===== src/rtl/hld_lock_sequencer.sv =====
// Harmonic-lock-detect sequencer: arms the HLD latches, masks settling, then qualifies lock on DIV_M edges.
// Optional Reset_PD event counter is enabled with `define HLD_EVENT_CNT_EN.
module hld_lock_sequencer #(
  parameter int unsigned SETTLE_CYC = 16,
  parameter int unsigned LOCK_CNT   = 8,
  parameter int unsigned MAX_RETRY  = 3,
  parameter int unsigned SEL_W      = 2
) (
  input  logic        clk_ext,
  input  logic        rst,
  input  logic        en,
  input  logic        div_m,
  input  logic        reset_pd,
  output logic        sel,
  output logic        pd_mask,
  output logic        lock,
  output logic        fault,
  output logic [1:0]  retry_cnt,
  output logic [2:0]  state,
  output logic [15:0] hld_events
);

  localparam int unsigned TMR_MAX = (SETTLE_CYC > SEL_W) ? SETTLE_CYC : SEL_W;
  localparam int unsigned TMR_W   = (TMR_MAX > 1) ? $clog2(TMR_MAX) : 1;
  localparam int unsigned GOOD_W  = $clog2(LOCK_CNT + 1);

  typedef enum logic [2:0] {
    ST_IDLE    = 3'd0,
    ST_ARM     = 3'd1,
    ST_SETTLE  = 3'd2,
    ST_TRACK   = 3'd3,
    ST_LOCKED  = 3'd4,
    ST_RECOVER = 3'd5,
    ST_FAULT   = 3'd6
  } state_t;

  state_t             r_state;
  logic [2:0]         r_dm_sync;
  logic [2:0]         r_pd_sync;
  logic [TMR_W-1:0]   r_timer;
  logic [GOOD_W-1:0]  r_good;
  logic [1:0]         r_retry;
  logic               r_sel;
  logic               r_mask;
  logic               r_lock;
  logic               r_fault;
  logic               w_dm_rise;
  logic               w_pd_rise;

  // Two flops resynchronise; the third holds the previous level for edge detection.
  always_ff @(posedge clk_ext or posedge rst) begin
    if (rst) begin
      r_dm_sync <= '0;
      r_pd_sync <= '0;
    end else begin
      r_dm_sync <= {r_dm_sync[1:0], div_m};
      r_pd_sync <= {r_pd_sync[1:0], reset_pd};
    end
  end

  assign w_dm_rise = r_dm_sync[1] & ~r_dm_sync[2];
  assign w_pd_rise = r_pd_sync[1] & ~r_pd_sync[2];

  always_ff @(posedge clk_ext or posedge rst) begin
    if (rst) begin
      r_state <= ST_IDLE;
      r_timer <= '0;
      r_good  <= '0;
      r_retry <= '0;
      r_sel   <= 1'b0;
      r_mask  <= 1'b0;
      r_lock  <= 1'b0;
      r_fault <= 1'b0;
    end else if (!en) begin
      r_state <= ST_IDLE;
      r_timer <= '0;
      r_good  <= '0;
      r_retry <= '0;
      r_sel   <= 1'b0;
      r_mask  <= 1'b0;
      r_lock  <= 1'b0;
      r_fault <= 1'b0;
    end else begin
      case (r_state)
        ST_IDLE: begin
          r_state <= ST_ARM;
          r_sel   <= 1'b1;
          r_mask  <= 1'b1;
          r_timer <= '0;
          r_good  <= '0;
        end
        ST_ARM: begin
          if (r_timer == TMR_W'(SEL_W - 1)) begin
            r_state <= ST_SETTLE;
            r_sel   <= 1'b0;
            r_timer <= '0;
          end else begin
            r_timer <= r_timer + 1'b1;
          end
        end
        ST_SETTLE: begin
          if (r_timer == TMR_W'(SETTLE_CYC - 1)) begin
            r_state <= ST_TRACK;
            r_mask  <= 1'b0;
          end else begin
            r_timer <= r_timer + 1'b1;
          end
        end
        ST_TRACK: begin
          // A coincident DIV_M edge is discarded when Reset_PD fires.
          if (w_pd_rise) begin
            r_state <= ST_RECOVER;
            r_mask  <= 1'b1;
            r_good  <= '0;
          end else if (w_dm_rise) begin
            r_good <= r_good + 1'b1;
            if (r_good == GOOD_W'(LOCK_CNT - 1)) begin
              r_state <= ST_LOCKED;
              r_lock  <= 1'b1;
              r_retry <= '0;
            end
          end
        end
        ST_LOCKED: begin
          if (w_pd_rise) begin
            r_state <= ST_RECOVER;
            r_lock  <= 1'b0;
            r_mask  <= 1'b1;
          end
        end
        ST_RECOVER: begin
          if (r_retry == 2'(MAX_RETRY)) begin
            r_state <= ST_FAULT;
            r_fault <= 1'b1;
          end else begin
            r_state <= ST_ARM;
            r_retry <= r_retry + 2'd1;
            r_sel   <= 1'b1;
            r_timer <= '0;
            r_good  <= '0;
          end
        end
        ST_FAULT: begin
          r_state <= ST_FAULT;
        end
        default: begin
          r_state <= ST_IDLE;
          r_sel   <= 1'b0;
          r_mask  <= 1'b0;
          r_lock  <= 1'b0;
          r_fault <= 1'b0;
        end
      endcase
    end
  end

`ifdef HLD_EVENT_CNT_EN
  logic [15:0] r_events;

  // Survives en=0 so software can read the history after disabling.
  always_ff @(posedge clk_ext or posedge rst) begin
    if (rst) begin
      r_events <= '0;
    end else if (w_pd_rise && (r_state == ST_TRACK || r_state == ST_LOCKED) && (r_events != '1)) begin
      r_events <= r_events + 16'd1;
    end
  end

  assign hld_events = r_events;
`else
  assign hld_events = '0;
`endif

  assign sel       = r_sel;
  assign pd_mask   = r_mask;
  assign lock      = r_lock;
  assign fault     = r_fault;
  assign retry_cnt = r_retry;
  assign state     = r_state;

endmodule


===== config.mk =====
export PLATFORM = sky130hd
export DESIGN_NAME = hld_lock_sequencer
export DESIGN_NICKNAME = d
export VERILOG_FILES = /design/src/rtl/hld_lock_sequencer.sv
export SDC_FILE = /design/constraint.sdc
export NUM_CORES = 1
export LEC_CHECK = 0
export CAP_MARGIN = 10
export CORE_AREA = 3 3 51 62
export DETAILED_ROUTE_END_ITERATION = 16
export DIE_AREA = 0 0 54 65
export PLACE_DENSITY = 0.82
export SYNTH_ARGS = -nofsm -noshare
export SYNTH_HDL_FRONTEND = slang
export SYNTH_SLANG_ARGS = --single-unit
export TNS_END_PERCENT = 10

===== constraint.sdc =====
create_clock -name clk_ext -period 2.8 [get_ports clk_ext]
set_clock_uncertainty 0.05 [all_clocks]
set_input_delay 0.28 -clock clk_ext [delete_from_list [all_inputs] [get_ports clk_ext]]
set_output_delay 0.28 -clock clk_ext [all_outputs]
set_load 0.005 [all_outputs]

==> key figures <==
Timing
  • RSZ-0062 raised after global routing: false
  • Final hold vios: 0
  • Fin crit period: between 2000 and 2500 ps
  • F_max: 0.500 GHz
  • Post-layout worst setup margin: roughly 800 ps
  • Setup TNS: 0 ps
  • Pins Over Slew Limit: 0
  • Actual slew at the worst max-slew pin: 858 ps
  • Final Setup Violations: 0
  • Final period util: 0.715
  • Slew margin rel.: 0.427

Power
  • Pleak: 0.672 nW
  • Gate power share: 0.333
  • PwrDens: 584 mW/mm^2
  • Sequential Power Share: 0.493
  • Worst vdd ir: 0.344 mV
  • Internal power: 0.000567 W
  • Clk pwr share: 0.173
  • Switching power: around 0.00032 W
  • Sw Share: 0.364

Setup path
  • Crit path from: retry_cnt[0]
  • Crit start category: register
  • Worst reg2reg path depth: 5
  • Worst-path fanout max: 6
  • End of the critical path: r_good[1]
  • CP Data Required Time: a little under 3000 ps
  • Reg2reg start: retry_cnt[0]
  • Crit Path Category: reg2reg
  • Reg-to-reg slack, setup: 800 ps
  • Arrival time worst endpoint: 2160 ps
  • Worst flop-to-flop path endpoint: r_good[1]
  • Critical path capture point type: register

Floorplanning
  • Die footprint: ~0.0035 mm^2
  • Top Ports: 30
  • Starting Density: 0.546
  • Die Width: 54 um
  • CORE AREA: 0.00258 mm^2
  • FP Rows: 20
  • Die Y: roughly 65 um

Placed design
  • RePlAce Congestion: 0.950
  • Post-place setup slack: a little over 800 ps
  • DPL Wire Length: 2040 um
  • Port Buffers: 13

Synthesis
  • Cells after synthesis: 144
  • Netlist Area Pre-Place: about 0.0014 mm^2
  • Synth area leaders: dfrtp_1 41%, buf_4 8.5%, ha_1 3.6%
  • Yosys top cell area share: 0.409
  • Synthesis Warnings: 0
  • Avg Cell Area, Syn: around 9.8 um^2
  • Leading area contributor after synthesis: dfrtp_1
  • Distinct cells, synth: 43
  • Sequential element share of the synthesized area: 0.409
  • Yosys reg bits: 23

Global routing
  • Initial antenna violation count: 0
  • Global-route wire length before repair: about 4500 um
  • Remaining global-route overflow: 0
  • Largest net degree at the start of global routing: 24
  • Total GRT Usage: 0.170
  • Vias in the first global route: approximately 1000

Clocking
  • CTS tree: yes
  • Clock Latency Late Sink: 310 ps
  • Clk pin slew, worst setup/hold paths: roughly 130 ps
  • Root Buffer: clkbuf_4
  • PostCTS Resize Cnt: 0
  • CTS Buffer Depth: 2
  • Postcts setup bufs: 0
  • H-Tree Depth: 1
  • CTS sink cnt: 23
  • CTS buffer count: 3
  • Hold-fix buffers at CTS: 0

Layout
  • Antenna diodes: 0
  • FILL cells: approximately 210
  • Area growth syn-to-layout: 8.45%
  • Nets: approximately 170
  • Layout cells sized above 1: 0.0516

Route
  • Routed Wire Length: between 2000 and 3000 um
  • Post-route DRC: 0
  • DRT Pass-1 Iters: 6
  • Drt wl/cell: 14.5 um
  • Via count: 1102
  • Detail Route Antenna Nets: 0
  • Vias per cell: a little under 6
  • Initial drt markers: 52

Status
  • Status: finished clean

Worst hold path
  • Min-delay src: r_dm_sync[0]
  • Min-Delay Path Class: reg2reg

Flow run
  • Max-capacitance violation count: 0
==> layout make-up <==
cell class                 instances  area [um^2]  area share
multi-input combinational        105          709       0.465
tap                               33         41.3      0.0271
timing repair buffer              14          138      0.0902
sequential                        23          576       0.377
clock inverter                     1         5.00     0.00328
clock buffer                       3         22.5      0.0148
inverter                           9         33.8      0.0221
==> worst max-delay path: stages (launching register included) <==
cell and delay (ps):
dfrtp_1 410, ha_1 290, and4bb_4 290, a311o_1 370
and2_1 180, mux2_4 290
==> cells in the final DEF (no fill, tap or decap), types with 2 or more instances in the layout <==
cell             netlist  final
and3b_1                3      3
a31oi_1                3      3
o221a_1                4      4
clkbuf_4               0      3
ha_1                   4      4
mux2i_1                4      4
o21ai_1                3      3
o21ai_0                5      5
nor3_1                 3      3
nor3b_1                3      3
a21oi_1                8      8
nand3b_1               2      2
nor2_1                 4      4
nand2_1                5      5
conb_1                 1     16
nor2b_1                2      2
dfrtp_1               23     23
and3_1                 2      2
inv_1                  8      8
o2bb2ai_1              3      3
a311oi_1               3      3
nand2b_1               7      7
clkdlybuf4s50_1        0     13
nand3_1                3      3
o21bai_1               2      2
==> cell families after synthesis <==
logic type	Yosys count	synth area share
compound gates	41	0.214
simple gates	39	0.173
buf+inv	31	0.126
flops	23	0.409
mux	5	0.0391
fa+ha+maj	4	0.0356
other cells	1	0.00267
==> flip-flops by register name, summed over array words and instances (netlist names) <==
signal     flops
fault          1
r_timer        4
retry_cnt      2
r_dm_sync      3
lock           1
r_good         4
state          3
r_pd_sync      3
pd_mask        1
sel            1
==> synthesized netlist by cell type <==
master,n
dfrtp_1,23
buf_4,16
a21oi_1,8
inv_1,8
nand2b_1,7
clkbuf_1,5
nand2_1,5
o21ai_0,5
ha_1,4
mux2i_1,4
nor2_1,4
o221a_1,4
a311oi_1,3
a31oi_1,3
and3b_1,3
nand3_1,3
nor3_1,3
nor3b_1,3
o21ai_1,3
o2bb2ai_1,3
and3_1,2
nand3b_1,2
nor2b_1,2
o21bai_1,2
a211oi_1,1
a211oi_2,1
a21o_1,1
a311o_1,1
a41o_1,1
and2_1,1
and4bb_4,1
buf_2,1
clkinv_1,1
conb_1,1
mux2_4,1
nand4_1,1
nand4bb_1,1
o2111ai_1,1
o211ai_1,1
o21a_1,1
o221ai_1,1
o32a_1,1
or2_1,1
==> worst min path at each step <==
| stage | cells past startpoint | endpoint | slack [ps] |
|---|---|---|---|
| finish | 0 | r_dm_sync[1] | 320 |
| floorplan | 1 | fault | 230 |
| global placement | 0 | r_dm_sync[1] | 280 |
| global route | 1 | r_dm_sync[0] | 330 |
| CTS | 0 | r_pd_sync[1] | 320 |
| detailed placement | 0 | r_pd_sync[1] | 290 |
==> per-stage QoR <==
step	cells	util	hold slack (ps)	power [W]	cell area [um^2]
3_5_place_dp	184	0.581	293	0.000740	1500
4_1_cts	188	0.592	323	0.000895	1530
6_report	188	0.592	319	0.000891	1530
3_3_place_gp	184	0.581	285	0.000726	1500
5_1_grt	188	0.592	326	0.000953	1530
2_1_floorplan	159	-	232	0.000660	1460
==> power groups by stage <==
stage	Clock (W)	Combinational [W]	Sequential, W
2_1_floorplan	0	0.000259	0.000400
3_3_place_gp	0	0.000283	0.000443
3_5_place_dp	0	0.000295	0.000445
4_1_cts	0.000160	0.000296	0.000439
5_1_grt	0.000173	0.000330	0.000450
6_report	0.000154	0.000297	0.000440
==> per-layer routing <==
layer  wire [um]  GRT usage  part of all wire  vias to the layer above
met5           0          0                 0                        -
met3         157     0.0276             0.057                        9
met1        1160      0.223              0.43                      533
met4          57     0.0997             0.021                        0
li1            -          -                 -                      517
met2        1360      0.258              0.50                       43
Note: power is estimated with default switching activity, not from simulation.
